<file path="src/rtl/daq_sweep_sequencer.sv">
`default_nettype none
// ============================================================================
// Module   : daq_sweep_sequencer
// Purpose  : Steps a DAC code over N points and averages 2^k DAQ reads per point.
// Revision : 1.0
// ============================================================================
module daq_sweep_sequencer #(
    parameter int DATA_W = 12,
    parameter int CNT_W  = 8,
    parameter int GAP_W  = 16
) (
    input  logic              clk,
    input  logic              reset_n,
    input  logic              sweep_start,
    input  logic              abort,
    input  logic [DATA_W-1:0] cfg_start_code,
    input  logic [DATA_W-1:0] cfg_step,
    input  logic [CNT_W-1:0]  cfg_num_points,
    input  logic [2:0]        cfg_avg_log2,
    input  logic [GAP_W-1:0]  cfg_gap,
    output logic              daq_start,
    output logic [DATA_W-1:0] daq_dac_code,
    input  logic              daq_adc_valid,
    input  logic [DATA_W-1:0] daq_adc_data,
    input  logic              daq_done,
    output logic              result_valid,
    output logic [DATA_W-1:0] result_data,
    output logic [CNT_W-1:0]  result_index,
    output logic              busy,
    output logic              sweep_done,
    output logic              missed_sample
);

    localparam int ACC_W = DATA_W + 7;

    localparam logic [2:0] S_IDLE      = 3'd0;
    localparam logic [2:0] S_ISSUE     = 3'd1;
    localparam logic [2:0] S_WAIT_DONE = 3'd2;
    localparam logic [2:0] S_GAP       = 3'd3;
    localparam logic [2:0] S_EMIT      = 3'd4;
    localparam logic [2:0] S_FINISH    = 3'd5;
    localparam logic [2:0] S_DRAIN     = 3'd6;

    logic [2:0]        r_state;
    logic [DATA_W-1:0] r_code;
    logic [DATA_W-1:0] r_step;
    logic [CNT_W-1:0]  r_num_points;
    logic [CNT_W-1:0]  r_index;
    logic [2:0]        r_avg_log2;
    logic [GAP_W-1:0]  r_gap;
    logic [GAP_W-1:0]  r_gap_cnt;
    logic [ACC_W-1:0]  r_acc;
    logic [7:0]        r_samples;
    logic              r_got_valid;
    logic [DATA_W-1:0] r_result_data;
    logic [CNT_W-1:0]  r_result_index;
    logic              r_missed;

    logic              w_emit;
    logic [ACC_W-1:0]  w_acc_shift;
    logic [7:0]        w_samples_next;
    logic              w_point_full;
    logic              w_last_point;
    logic [2:0]        w_resume_state;
    logic [GAP_W-1:0]  w_gap_load;

    assign w_emit         = (r_state == S_EMIT) && !abort;
    assign w_acc_shift    = r_acc >> r_avg_log2;
    assign w_samples_next = r_samples + 8'd1;
    assign w_point_full   = (w_samples_next == (8'd1 << r_avg_log2));
    assign w_last_point   = (r_index == (r_num_points - CNT_W'(1)));
    assign w_resume_state = (r_gap == '0) ? S_ISSUE : S_GAP;
    assign w_gap_load     = r_gap - GAP_W'(1);

    // Strobes are combinational so an abort can veto them in the same cycle.
    assign daq_start     = (r_state == S_ISSUE) && !abort;
    assign daq_dac_code  = r_code;
    assign result_valid  = w_emit;
    assign result_data   = w_emit ? w_acc_shift[DATA_W-1:0] : r_result_data;
    assign result_index  = w_emit ? r_index : r_result_index;
    assign busy          = (r_state != S_IDLE);
    assign sweep_done    = (r_state == S_FINISH);
    assign missed_sample = r_missed;

    always_ff @(posedge clk) begin
        if (!reset_n) begin
            r_state        <= S_IDLE;
            r_code         <= '0;
            r_step         <= '0;
            r_num_points   <= '0;
            r_index        <= '0;
            r_avg_log2     <= '0;
            r_gap          <= '0;
            r_gap_cnt      <= '0;
            r_acc          <= '0;
            r_samples      <= '0;
            r_got_valid    <= 1'b0;
            r_result_data  <= '0;
            r_result_index <= '0;
            r_missed       <= 1'b0;
        end else begin
            case (r_state)
                S_IDLE: begin
                    if (sweep_start && !abort) begin
                        r_code       <= cfg_start_code;
                        r_step       <= cfg_step;
                        r_num_points <= cfg_num_points;
                        r_avg_log2   <= cfg_avg_log2;
                        r_gap        <= cfg_gap;
                        r_index      <= '0;
                        r_acc        <= '0;
                        r_samples    <= '0;
                        r_missed     <= 1'b0;
                        r_state      <= (cfg_num_points == '0) ? S_FINISH : S_ISSUE;
                    end
                end
                S_ISSUE: begin
                    r_got_valid <= 1'b0;
                    r_state     <= abort ? S_IDLE : S_WAIT_DONE;
                end
                S_WAIT_DONE: begin
                    if (daq_adc_valid) begin
                        r_acc       <= r_acc + ACC_W'(daq_adc_data);
                        r_got_valid <= 1'b1;
                    end
                    // A done coinciding with abort closes the transaction; nothing to drain.
                    if (abort) begin
                        r_state <= daq_done ? S_IDLE : S_DRAIN;
                    end else if (daq_done) begin
                        r_samples <= w_samples_next;
                        if (!daq_adc_valid && !r_got_valid) begin
                            r_missed <= 1'b1;
                        end
                        if (w_point_full) begin
                            r_state <= S_EMIT;
                        end else begin
                            r_state   <= w_resume_state;
                            r_gap_cnt <= w_gap_load;
                        end
                    end
                end
                S_GAP: begin
                    if (abort) begin
                        r_state <= S_IDLE;
                    end else if (r_gap_cnt == '0) begin
                        r_state <= S_ISSUE;
                    end else begin
                        r_gap_cnt <= r_gap_cnt - GAP_W'(1);
                    end
                end
                S_EMIT: begin
                    if (abort) begin
                        r_state <= S_IDLE;
                    end else begin
                        r_result_data  <= w_acc_shift[DATA_W-1:0];
                        r_result_index <= r_index;
                        r_acc          <= '0;
                        r_samples      <= '0;
                        if (w_last_point) begin
                            r_state <= S_FINISH;
                        end else begin
                            r_index   <= r_index + CNT_W'(1);
                            r_code    <= r_code + r_step;
                            r_state   <= w_resume_state;
                            r_gap_cnt <= w_gap_load;
                        end
                    end
                end
                S_FINISH: begin
                    r_state <= S_IDLE;
                end
                S_DRAIN: begin
                    if (daq_done) begin
                        r_state <= S_IDLE;
                    end
                end
                default: begin
                    r_state <= S_IDLE;
                end
            endcase
        end
    end

endmodule
`default_nettype wire

</file>
<file path="config.mk">
export PLATFORM = sky130hd
export DESIGN_NAME = daq_sweep_sequencer
export DESIGN_NICKNAME = d
export VERILOG_FILES = /design/src/rtl/daq_sweep_sequencer.sv
export SDC_FILE = /design/constraint.sdc
export NUM_CORES = 1
export LEC_CHECK = 0
export BUFFER_PORTS_ARGS = -buffer_cell sky130_fd_sc_hd__buf_2
export CAP_MARGIN = 0
export CELL_PAD_IN_SITES_DETAIL_PLACEMENT = 1
export CELL_PAD_IN_SITES_GLOBAL_PLACEMENT = 1
export CORE_ASPECT_RATIO = 0.8
export CORE_MARGIN = 4
export CORE_UTILIZATION = 40
export DETAILED_ROUTE_END_ITERATION = 7
export PLACE_DENSITY_LB_ADDON = 0.25
export RECOVER_POWER = 50
export SLEW_MARGIN = 20
export SYNTH_ARGS = -nofsm -noshare
export SYNTH_HDL_FRONTEND = slang
export SYNTH_SLANG_ARGS = --single-unit
</file>
<file path="constraint.sdc">
create_clock -name clk -period 4.15 [get_ports clk]
set_input_delay 0.2075 -clock clk [delete_from_list [all_inputs] [get_ports clk]]
set_output_delay 0.2075 -clock clk [all_outputs]
set_load 0.05 [all_outputs]
</file>
# Word level (Yosys, flattened, before mapping)
# Index checks and enable logic that the tools add are counted.
dict set report classes {
  n_bitwise 1
  n_shift 2
  n_reduce_logical 26
  n_eq_ne 21
  muxes 47
  add_sub_neg 7
}
# operator n
set ops {}
lappend ops {{$mux W16} 7}
lappend ops {{$mux W19} 3}
lappend ops {{$pmux W19 S3} 1}
lappend ops {{$mux W8} 7}
lappend ops {{$mux W12} 4}
lappend ops {{$pmux W16 S3} 1}
lappend ops {{$mux W3} 11}
lappend ops {{$logic_not A16 Y1} 2}
lappend ops {{$sub A16 B1 Y16 const B} 2}
lappend ops {{$pmux W12 S2} 1}
lappend ops {{$pmux W8 S3} 1}
lappend ops {{$ne A2 B2 Y1 const B} 11}
lappend ops {{$add A19 B12 Y19} 1}
lappend ops {{$shr A19 B3 Y12} 1}
lappend ops {{$pmux W3 S6} 1}
lappend ops {{$add A8 B1 Y8 const B} 2}
lappend ops {{$eq A8 B8 Y1} 2}
lappend ops {{$pmux W8 S2} 1}
lappend ops {{$add A12 B12 Y12} 1}
lappend ops {{$reduce_and A4 Y1} 3}
lappend ops {{$reduce_and A5 Y1} 2}
lappend ops {{$eq A3 B3 Y1 const B} 3}
lappend ops {{$reduce_bool A3 Y1} 3}
lappend ops {{$logic_not A8 Y1} 1}
lappend ops {{other kinds (15)} 32}
dict set report word_totals {
  wordCells 118
  in_bits 69
  ff_bits 127
  out_inout_bits 37
}

# Longest topological paths before layout
# Gate-level depths: netlist of run 1.
dict set report logic_depth {
  depth_word 6
  mapped_depth 14
  mapped_depth_nobuf 12
}

# Worst setup path after synthesis of run 1
# OpenSTA, ideal clock, no wires.
dict set report synth_path {
  path_kind {flip-flop to flip-flop}
  from {reg r_state[0]}
  to {reg r_gap_cnt[12]}
  synth_period_minus_slack_ns 3.001
  path_buffers 3
  arrival_ns 2.916
  path_stages_with_launch 14
  t_required_ns 4.064
  slack_ns 1.149
  setup_ns 0.086
  path_cell_list {dfxtp_1 > clkbuf_1 > nand3b_1 > clkbuf_1 > buf_1 > mux2i_1 > ha_1 > nand4_1 > a2bb2oi_1 > nand3_1 > nor2_1 > xor2_1 > a21oi_1 > a211oi_1}
}
dict set report synth_via {
  elab_chain_len 3
  elab_cells_between_ends 13
  classes_between {10 x eq/ne; 1 x mux; 2 x reduce/logical}
}
# element line_no
set synth_lines {}
lappend synth_lines {{start, declared} 44} ;# logic [2:0] r_state;
lappend synth_lines {{start signal, assigned} 114} ;# r_state <= (cfg_num_points == '0) ? S_FINISH : S_ISSUE;
lappend synth_lines {{start signal, assigned} 119} ;# r_state <= abort ? S_IDLE : S_WAIT_DONE;
lappend synth_lines {{start signal, assigned} 128} ;# r_state <= daq_done ? S_IDLE : S_DRAIN;
lappend synth_lines {{$eq A3 B2 Y1 or $eq A3 B3 Y1 (tied branches)} 102} ;# case (r_state)
lappend synth_lines {{$ne A2 B2 Y1 (no line) or $reduce_bool A3 Y1 (tied branches)} -}
lappend synth_lines {{$reduce_and A8 Y1 (no line)} -}
lappend synth_lines {{end signal, assigned} 138} ;# r_gap_cnt <= w_gap_load;
lappend synth_lines {{end signal, assigned} 148} ;# r_gap_cnt <= r_gap_cnt - GAP_W'(1);
lappend synth_lines {{end signal, assigned} 165} ;# r_gap_cnt <= w_gap_load;
lappend synth_lines {{end, declared} 51} ;# logic [GAP_W-1:0] r_gap_cnt;
# Several ways; a longest one is shown, not always the timed one.
# A chain may end at the register's enable or synchronous reset.

# Worst setup path in the final report of run 1
dict set report layout_path {
  from {reg r_state[0]}
  to {out result_index[2]}
}
dict set report layout_via {
  elab_chain_len 3
}
# element line_no
set layout_lines {}
lappend layout_lines {{$eq A3 B3 Y1} 67} ;# assign w_emit = (r_state == S_EMIT) && !abort;
lappend layout_lines {{$logic_and A1 B1 Y1} 67}
lappend layout_lines {{$mux W8} 80} ;# assign result_index = w_emit ? r_index : r_result_index;
lappend layout_lines {{end, declared} 28} ;# output logic [CNT_W-1:0] result_index,
# Every way passes these cells.

==> results.py, run 1 <==
metrics = {
    "outcome": {
        "outcome": "finished, violations left",
        "failed_checks": "capacitance limit",
    },
    "timing": {
        "worst_clock_skew_ps": 10.01,
        "timing.final.crit_period_ps": 3542,
        "max_clock_freq_ghz": 0.2823,
        "grt_setup_unrepaired": "false",
        "setup_violators_final": 0,
        "drv_slew": 0,
        "timing.final.crit_share": 0.8536,
        "fin_setup_tns_ps": 0,
        "worst_slew_margin_rel": 0.0006732,
        "worstMarginPinSlew_ps": 1499,
        "final_hold_viol_count": 0,
    },
    "setup_path": {
        "critical_path_startpoint": "r_state[0]",
        "crit_required_ps": 3940,
        "crit_arrival_ps": 3330,
        "setup.worst_path.start_class": "flip-flop",
        "ff2ff_path_depth": 10,
        "r2r-start": "r_samples[0]",
        "critical_path.max_fanout": 33,
        "setup_crit_path_kind": "reg2out",
        "timing.critical_path.to_type": "output pin",
    },
    "clocking": {
        "ctsRootBufferMaster": "sky130_fd_sc_hd__clkbuf_16",
        "cts.sinks": 127,
        "clock_tree.buffer_depth": 2,
        "tritoncts_clock_tree": "yes",
        "clk_transition_reported_paths_ps": 60,
        "cts.hold.buffers_added": 0,
        "clock_insertion_delay_worst_skew_ps": 430,
        "htree_depth": 4,
        "count_of_instances_resized_after_the_clock_tree_is_built": 0,
        "post-cts-setup-buffer-count": 0,
        "cts_inserted_buffers": 17,
    },
    "cells_and_area": {
        "synthToLayoutAreaGrowth_pct": 17.01,
        "layout.cells.most_common": "sky130_fd_sc_hd__nand2_1",
        "insertedDiodeCount": 0,
        "num-nets-final": 1162,
        "layout.filler_cells": 2326,
        "post-route-util": 0.4845,
        "stdcell_area_um2": 8936,
        "layout.cells.most_common_list": "sky130_fd_sc_hd__nand2_1 (144), sky130_fd_sc_hd__dfxtp_1 (127), sky130_fd_sc_hd__nor2_1 (116)",
        "drive_above_1_share": 0.1495,
    },
    "drt": {
        "postRouteWirelength_um": 22810,
        "num_vias": 7371,
        "first_pass_iters": 4,
        "first_iter_violations": 373,
        "wire_per_inst_um": 17.15,
        "remaining_drc_errors": 0,
        "vias_per_cell": 5.542,
        "route.antenna.remaining_nets": 0,
    },
    "synth": {
        "ys_async_sr_fraction": 0,
        "synth-simple-area-share": 0.2407,
        "synth_cell_type_count": 73,
        "post_synth_xor_area_fraction": 0.05963,
        "synth_fp_nets": 1083,
        "synth.area.mux_share": 0.07126,
        "ys_top_cells_by_area": "sky130_fd_sc_hd__dfxtp_1 (33%), sky130_fd_sc_hd__nand2_1 (7.1%), sky130_fd_sc_hd__a21oi_1 (6.4%)",
        "synth.yosys.warnings": 0,
        "synth_compound_gate_area_share": 0.2058,
        "combinational_family_with_the_most_area_after_synthesis": "simple AND/OR/NAND/NOR gates",
        "synthesis.area_per_instance_um2": 7.754,
        "synth_flop_cell": "sky130_fd_sc_hd__dfxtp_1",
        "synth_top_area_cell": "sky130_fd_sc_hd__dfxtp_1",
        "seq_area_frac_synth": 0.3329,
        "synthDominantCellAreaShare": 0.3329,
        "syn-instance-count": 985,
        "synth_enable_flop_cells": 0,
        "yosys_register_bits": 127,
        "synthesis.area_um2": 7637,
        "yosys.area_share.adder": 0.04948,
    },
    "die": {
        "start_util": 0.4141,
        "fp.dieW_um": 162.5,
        "die_area_um2": 21380,
        "coreArea_um2": 18440,
        "ios": 106,
        "die_height_um": 131.6,
        "placementRows": 44,
    },
    "global_route": {
        "grt_pass1_wl_um": 37500,
        "initial_antenna_violation_count": 0,
        "grt_max_degree": 42,
        "grtUsageTotal": 0.2119,
        "gr-total-overflow": 0,
        "grt_pass1_vias": 7295,
    },
    "power_and_ir_drop": {
        "vdd_drop_max_mv": 0.2705,
        "report.power.total_uw": 3513,
        "power_density_normalized_to_cell_area_nw_per_um2": 393.2,
        "power.static_leakage_uw": 0.003481,
    },
    "placement": {
        "place.detailed.hpwl_um": 16350,
        "place.gp.congestion": 0.8147,
        "placed_cell_area_um2": 8368,
        "portBuffers": 105,
    },
    "worst_hold_path": {
        "timing.hold.worst.class": "in2reg",
        "hold_start": "cfg_step[1]",
        "worstHoldPathCells": 3,
    },
    "run": {
        "cap_viol_max_count": 1,
    },
}
final timing paths:
check	slack, ps	endpoint
worst max-delay path	610	result_index[2]
worst min-delay path	20	r_step[1]
worst max register to register	760	r_gap_cnt[3]
worst min register to register	460	r_step[3]
worst max-delay path, stage by stage (launching register included):
cell                       delay (ps)
sky130_fd_sc_hd__dfxtp_1          500
sky130_fd_sc_hd__nor2_1           220
sky130_fd_sc_hd__nand2_1          190
sky130_fd_sc_hd__nor2_1           210
sky130_fd_sc_hd__clkbuf_1        1100
sky130_fd_sc_hd__mux2_2           440
sky130_fd_sc_hd__buf_2            210
state kept, by name (all words and copies together) (netlist names):
register / flops
r_acc: 19
r_avg_log2: 3
r_num_points: 8
r_step: 12
r_gap_cnt: 16
r_index: 8
r_got_valid: 1
daq_dac_code: 12
r_state: 3
r_result_data: 12
missed_sample: 1
r_result_index: 8
r_samples: 8
r_gap: 16
cells by family after synthesis:
group           count (synthesis)
flops                         127
simple gates                  402
xor+xnor                       52
buf+inv                        80
mux                            45
compound gates                250
fa+ha+maj                      29
report_power, final:
part	leakage (µW)	switching [µW]	total (µW)	internal (µW)
Sequential	0.00103	59.8	1330	1270
Clock	0.000288	577	1570	989
Combinational	0.00216	392	621	229
layout make-up:
type | instances | area [µm²] | share of cell area
Multi-Input combinational cell | 778 | 4792 | 0.5363
Clock buffer | 22 | 474.2 | 0.05307
Timing Repair Buffer | 119 | 596.8 | 0.06679
Sequential cell | 127 | 2542 | 0.2845
Tap cell | 253 | 316.6 | 0.03542
Inverter | 21 | 78.83 | 0.008821
Clock inverter | 10 | 135.1 | 0.01512
through the flow:
stage | std cells | setup WS (ps) | hold slack [ps]
2_1_floorplan | 985 | 1149 | 343.5
3_3_place_gp | 1298 | 972.1 | 447.8
3_5_place_dp | 1298 | 846.2 | 451.0
4_1_cts | 1330 | 748.7 | 7.492
5_1_grt | 1330 | 284.0 | 11.29
6_report | 1330 | 607.7 | 16.73
metal layers:
| layer | GRT usage | share of wire | vias to the layer above |
|---|---|---|---|
| met3 | 0.04665 | 0.039 | 19 |
| met1 | 0.2956 | 0.49 | 3587 |
| li1 | - | - | 3653 |
| met4 | 0.05355 | 0.0098 | 0 |
| met5 | 0 | 0 | - |
| met2 | 0.3334 | 0.46 | 112 |
cell usage after synthesis, types with 3 or more instances:
master and n:
sky130_fd_sc_hd__mux2_2 15, sky130_fd_sc_hd__o21bai_1 3, sky130_fd_sc_hd__o21ai_0 40, sky130_fd_sc_hd__and3_1 7, sky130_fd_sc_hd__xor2_1 25, sky130_fd_sc_hd__buf_1 7
sky130_fd_sc_hd__mux2i_1 24, sky130_fd_sc_hd__nand3b_1 3, sky130_fd_sc_hd__a21oi_1 98, sky130_fd_sc_hd__dfxtp_1 127, sky130_fd_sc_hd__nand3_1 20, sky130_fd_sc_hd__nor2b_1 9
sky130_fd_sc_hd__nor3_1 37, sky130_fd_sc_hd__buf_2 5, sky130_fd_sc_hd__a211oi_1 13, sky130_fd_sc_hd__inv_1 20, sky130_fd_sc_hd__a311oi_1 5, sky130_fd_sc_hd__and2_1 24
sky130_fd_sc_hd__o22ai_1 3, sky130_fd_sc_hd__mux4_2 6, sky130_fd_sc_hd__a31oi_1 18, sky130_fd_sc_hd__ha_1 27, sky130_fd_sc_hd__o221a_2 3, sky130_fd_sc_hd__xnor2_1 27
sky130_fd_sc_hd__nand2b_1 7, sky130_fd_sc_hd__nand2_1 144, sky130_fd_sc_hd__o21a_1 11, sky130_fd_sc_hd__or3_1 6, sky130_fd_sc_hd__or2_2 3, sky130_fd_sc_hd__a22oi_1 14
sky130_fd_sc_hd__clkbuf_1 46, sky130_fd_sc_hd__nand4_1 6, sky130_fd_sc_hd__o211ai_1 4, sky130_fd_sc_hd__a32oi_1 3, sky130_fd_sc_hd__nor4_1 4, sky130_fd_sc_hd__or4_1 4
sky130_fd_sc_hd__a21o_1 6, sky130_fd_sc_hd__nor2_1 116
(Power assumes the default switching activity.)
==> run 2, diff against run 1 <==
--- a/config.mk
+++ b/config.mk
@@ -5,7 +5,6 @@
 export SDC_FILE = /design/constraint.sdc
 export NUM_CORES = 1
 export LEC_CHECK = 0
-export BUFFER_PORTS_ARGS = -buffer_cell sky130_fd_sc_hd__buf_2
 export CAP_MARGIN = 0
 export CELL_PAD_IN_SITES_DETAIL_PLACEMENT = 1
 export CELL_PAD_IN_SITES_GLOBAL_PLACEMENT = 1
@@ -13,6 +12,7 @@
 export CORE_MARGIN = 4
 export CORE_UTILIZATION = 40
 export DETAILED_ROUTE_END_ITERATION = 7
+export DONT_BUFFER_PORTS = 1
 export PLACE_DENSITY_LB_ADDON = 0.25
 export RECOVER_POWER = 50
 export SLEW_MARGIN = 20
==> run 2 against run 1 <==
- clock skew grew 5.1 ps
- the run now ends clean
- routed wire length grew 4.8%
- flip-flop and latch count is the same
- largest power group unchanged
- critical endpoint is now r_gap_cnt[9]
- total power shrank 2.4%
==> results.py, run 2 (same netlist as run 1, synthesis figures left out) <==
metrics = {
    "power_and_ir_drop": {
        "report.power.total_uw": 3430,
        "vdd_drop_max_mv": 0.1962,
        "power_density_normalized_to_cell_area_nw_per_um2": 383.6,
        "power.static_leakage_uw": 0.003298,
    },
    "cells_and_area": {
        "layout.cells.most_common_list": "sky130_fd_sc_hd__nand2_1 (144), sky130_fd_sc_hd__dfxtp_1 (127), sky130_fd_sc_hd__nor2_1 (115)",
        "stdcell_area_um2": 8942,
        "layout.cells.most_common": "sky130_fd_sc_hd__nand2_1",
        "max_flop_register": "r_acc",
        "insertedDiodeCount": 0,
        "num-nets-final": 1112,
        "largestRegisters": "r_acc: 19 flops, r_gap: 16 flops, r_gap_cnt: 16 flops",
        "post-route-util": 0.4849,
        "layout.filler_cells": 2245,
        "synthToLayoutAreaGrowth_pct": 17.09,
        "largest_register_ffs": 19,
        "drive_above_1_share": 0.07887,
    },
    "global_route": {
        "gr-total-overflow": 0,
        "grt_pass1_wl_um": 40060,
        "initial_antenna_violation_count": 0,
        "grtUsageTotal": 0.2260,
        "grt_max_degree": 56,
        "grt_pass1_vias": 7549,
    },
    "placement": {
        "placed_cell_area_um2": 7893,
        "place.gp.congestion": 0.8259,
        "place.detailed.hpwl_um": 16150,
        "portBuffers": 0,
    },
    "die": {
        "coreArea_um2": 18440,
        "ios": 106,
        "placementRows": 44,
        "die_height_um": 131.6,
        "start_util": 0.4141,
        "die_area_um2": 21380,
        "fp.dieW_um": 162.5,
    },
    "worst_hold_path": {
        "hold_start": "cfg_start_code[2]",
        "timing.hold.worst.class": "in2reg",
        "worstHoldPathCells": 2,
        "worst_hold_path.endpoint": "daq_dac_code[2]",
    },
    "setup_path": {
        "timing.critical_path.to_type": "flip-flop",
        "ff2ff_path_depth": 10,
        "reg2reg_setup_slack_ps": 840,
        "critical_path.max_fanout": 14,
        "crit_arrival_ps": 3610,
        "worst_r2r_endpoint": "r_gap_cnt[9]",
        "crit_required_ps": 4450,
        "setup.worst_path.start_class": "flip-flop",
        "r2r-start": "r_samples[0]",
        "setup_crit_path_kind": "reg2reg",
    },
    "timing": {
        "timing.final.crit_period_ps": 3309,
        "max_clock_freq_ghz": 0.3022,
        "worst_slew_margin_rel": 0.2281,
        "drv_slew": 0,
        "final.hold.worst_slack_ps": 27.81,
        "setup_violators_final": 0,
        "grt_setup_unrepaired": "false",
        "worstMarginPinSlew_ps": 1158,
        "fin_setup_tns_ps": 0,
        "final_hold_viol_count": 0,
        "worst_clock_skew_ps": 15.09,
        "timing.final.crit_share": 0.7974,
    },
    "drt": {
        "wire_per_inst_um": 18.68,
        "first_iter_violations": 472,
        "postRouteWirelength_um": 23910,
        "vias_per_cell": 5.681,
        "first_pass_iters": 5,
        "num_vias": 7272,
        "route.antenna.remaining_nets": 0,
        "remaining_drc_errors": 0,
    },
    "clocking": {
        "clk_transition_reported_paths_ps": 60,
        "tritoncts_clock_tree": "yes",
        "cts_inserted_buffers": 17,
        "clock_insertion_delay_worst_skew_ps": 420,
        "cts.sinks": 127,
        "htree_depth": 4,
        "clock_tree.buffer_depth": 2,
        "ctsRootBufferMaster": "sky130_fd_sc_hd__clkbuf_16",
        "post-cts-setup-buffer-count": 0,
        "count_of_instances_resized_after_the_clock_tree_is_built": 0,
    },
    "run": {
        "cap_viol_max_count": 0,
    },
    "outcome": {
        "outcome": "completed",
    },
}
run 2: per-layer routing:
layer,wire (µm),vias to the layer above,global-route usage
li1,-,3541,-
met1,11400,3559,0.3076
met2,11180,140,0.3642
met3,940,32,0.04978
met4,388,0,0.05824
met5,0,-,0
run 2: stage by stage:
stage | setup slack [ps] | instances
after floorplan | 1149 | 985
after global placement | 1003 | 1199
after detailed placement | 887.4 | 1199
after CTS | 854.4 | 1280
after global routing | 560.0 | 1280
final | 840.6 | 1280
run 2: final cells by class:
type | instances | area [µm²] | area share
timing repair buffer | 69 | 628.1 | 0.07024
sequential | 127 | 2542 | 0.2843
multi-input combinational | 778 | 4800 | 0.5367
clock buffer | 22 | 464.2 | 0.05191
clock inverter | 10 | 111.4 | 0.01245
tap | 253 | 316.6 | 0.03540
inverter | 21 | 80.08 | 0.008955
run 2: timing repair:
action | CTS | global route
setup endpoints to repair | 0 | 0
hold buffers | 49 | 0
hold endpoints to repair | 79 | 0
run 2: worst max-delay path, cell delays in order (launching register included):
cell                       delay [ps]
sky130_fd_sc_hd__dfxtp_1          470
sky130_fd_sc_hd__ha_1             340
sky130_fd_sc_hd__nand3_1          210
sky130_fd_sc_hd__xnor2_1          190
sky130_fd_sc_hd__or4_1            410
sky130_fd_sc_hd__a211o_1          280
sky130_fd_sc_hd__a221oi_2         280
sky130_fd_sc_hd__nand4_1          170
sky130_fd_sc_hd__nand2_1          440
sky130_fd_sc_hd__o21ai_0          180
sky130_fd_sc_hd__a41oi_1          220
run 2: report_power, final:
part	total [µW]	switching [µW]	internal, µW
clock	1480	567	913
combinational	589	354	235
sequential	1360	94.2	1270
total	3430	1020	2410
run 2: how the worst max path moves through the flow:
stage,startpoint,endpoint,slack (ps)
2_1_floorplan,r_state[0],r_gap_cnt[12],1150
3_3_place_gp,r_samples[0],r_gap_cnt[4],1000
5_1_grt,r_samples[0],r_gap_cnt[11],560
6_report,r_samples[0],r_gap_cnt[9],840
3_5_place_dp,r_samples[0],r_gap_cnt[3],890
4_1_cts,r_state[0],result_data[11],850
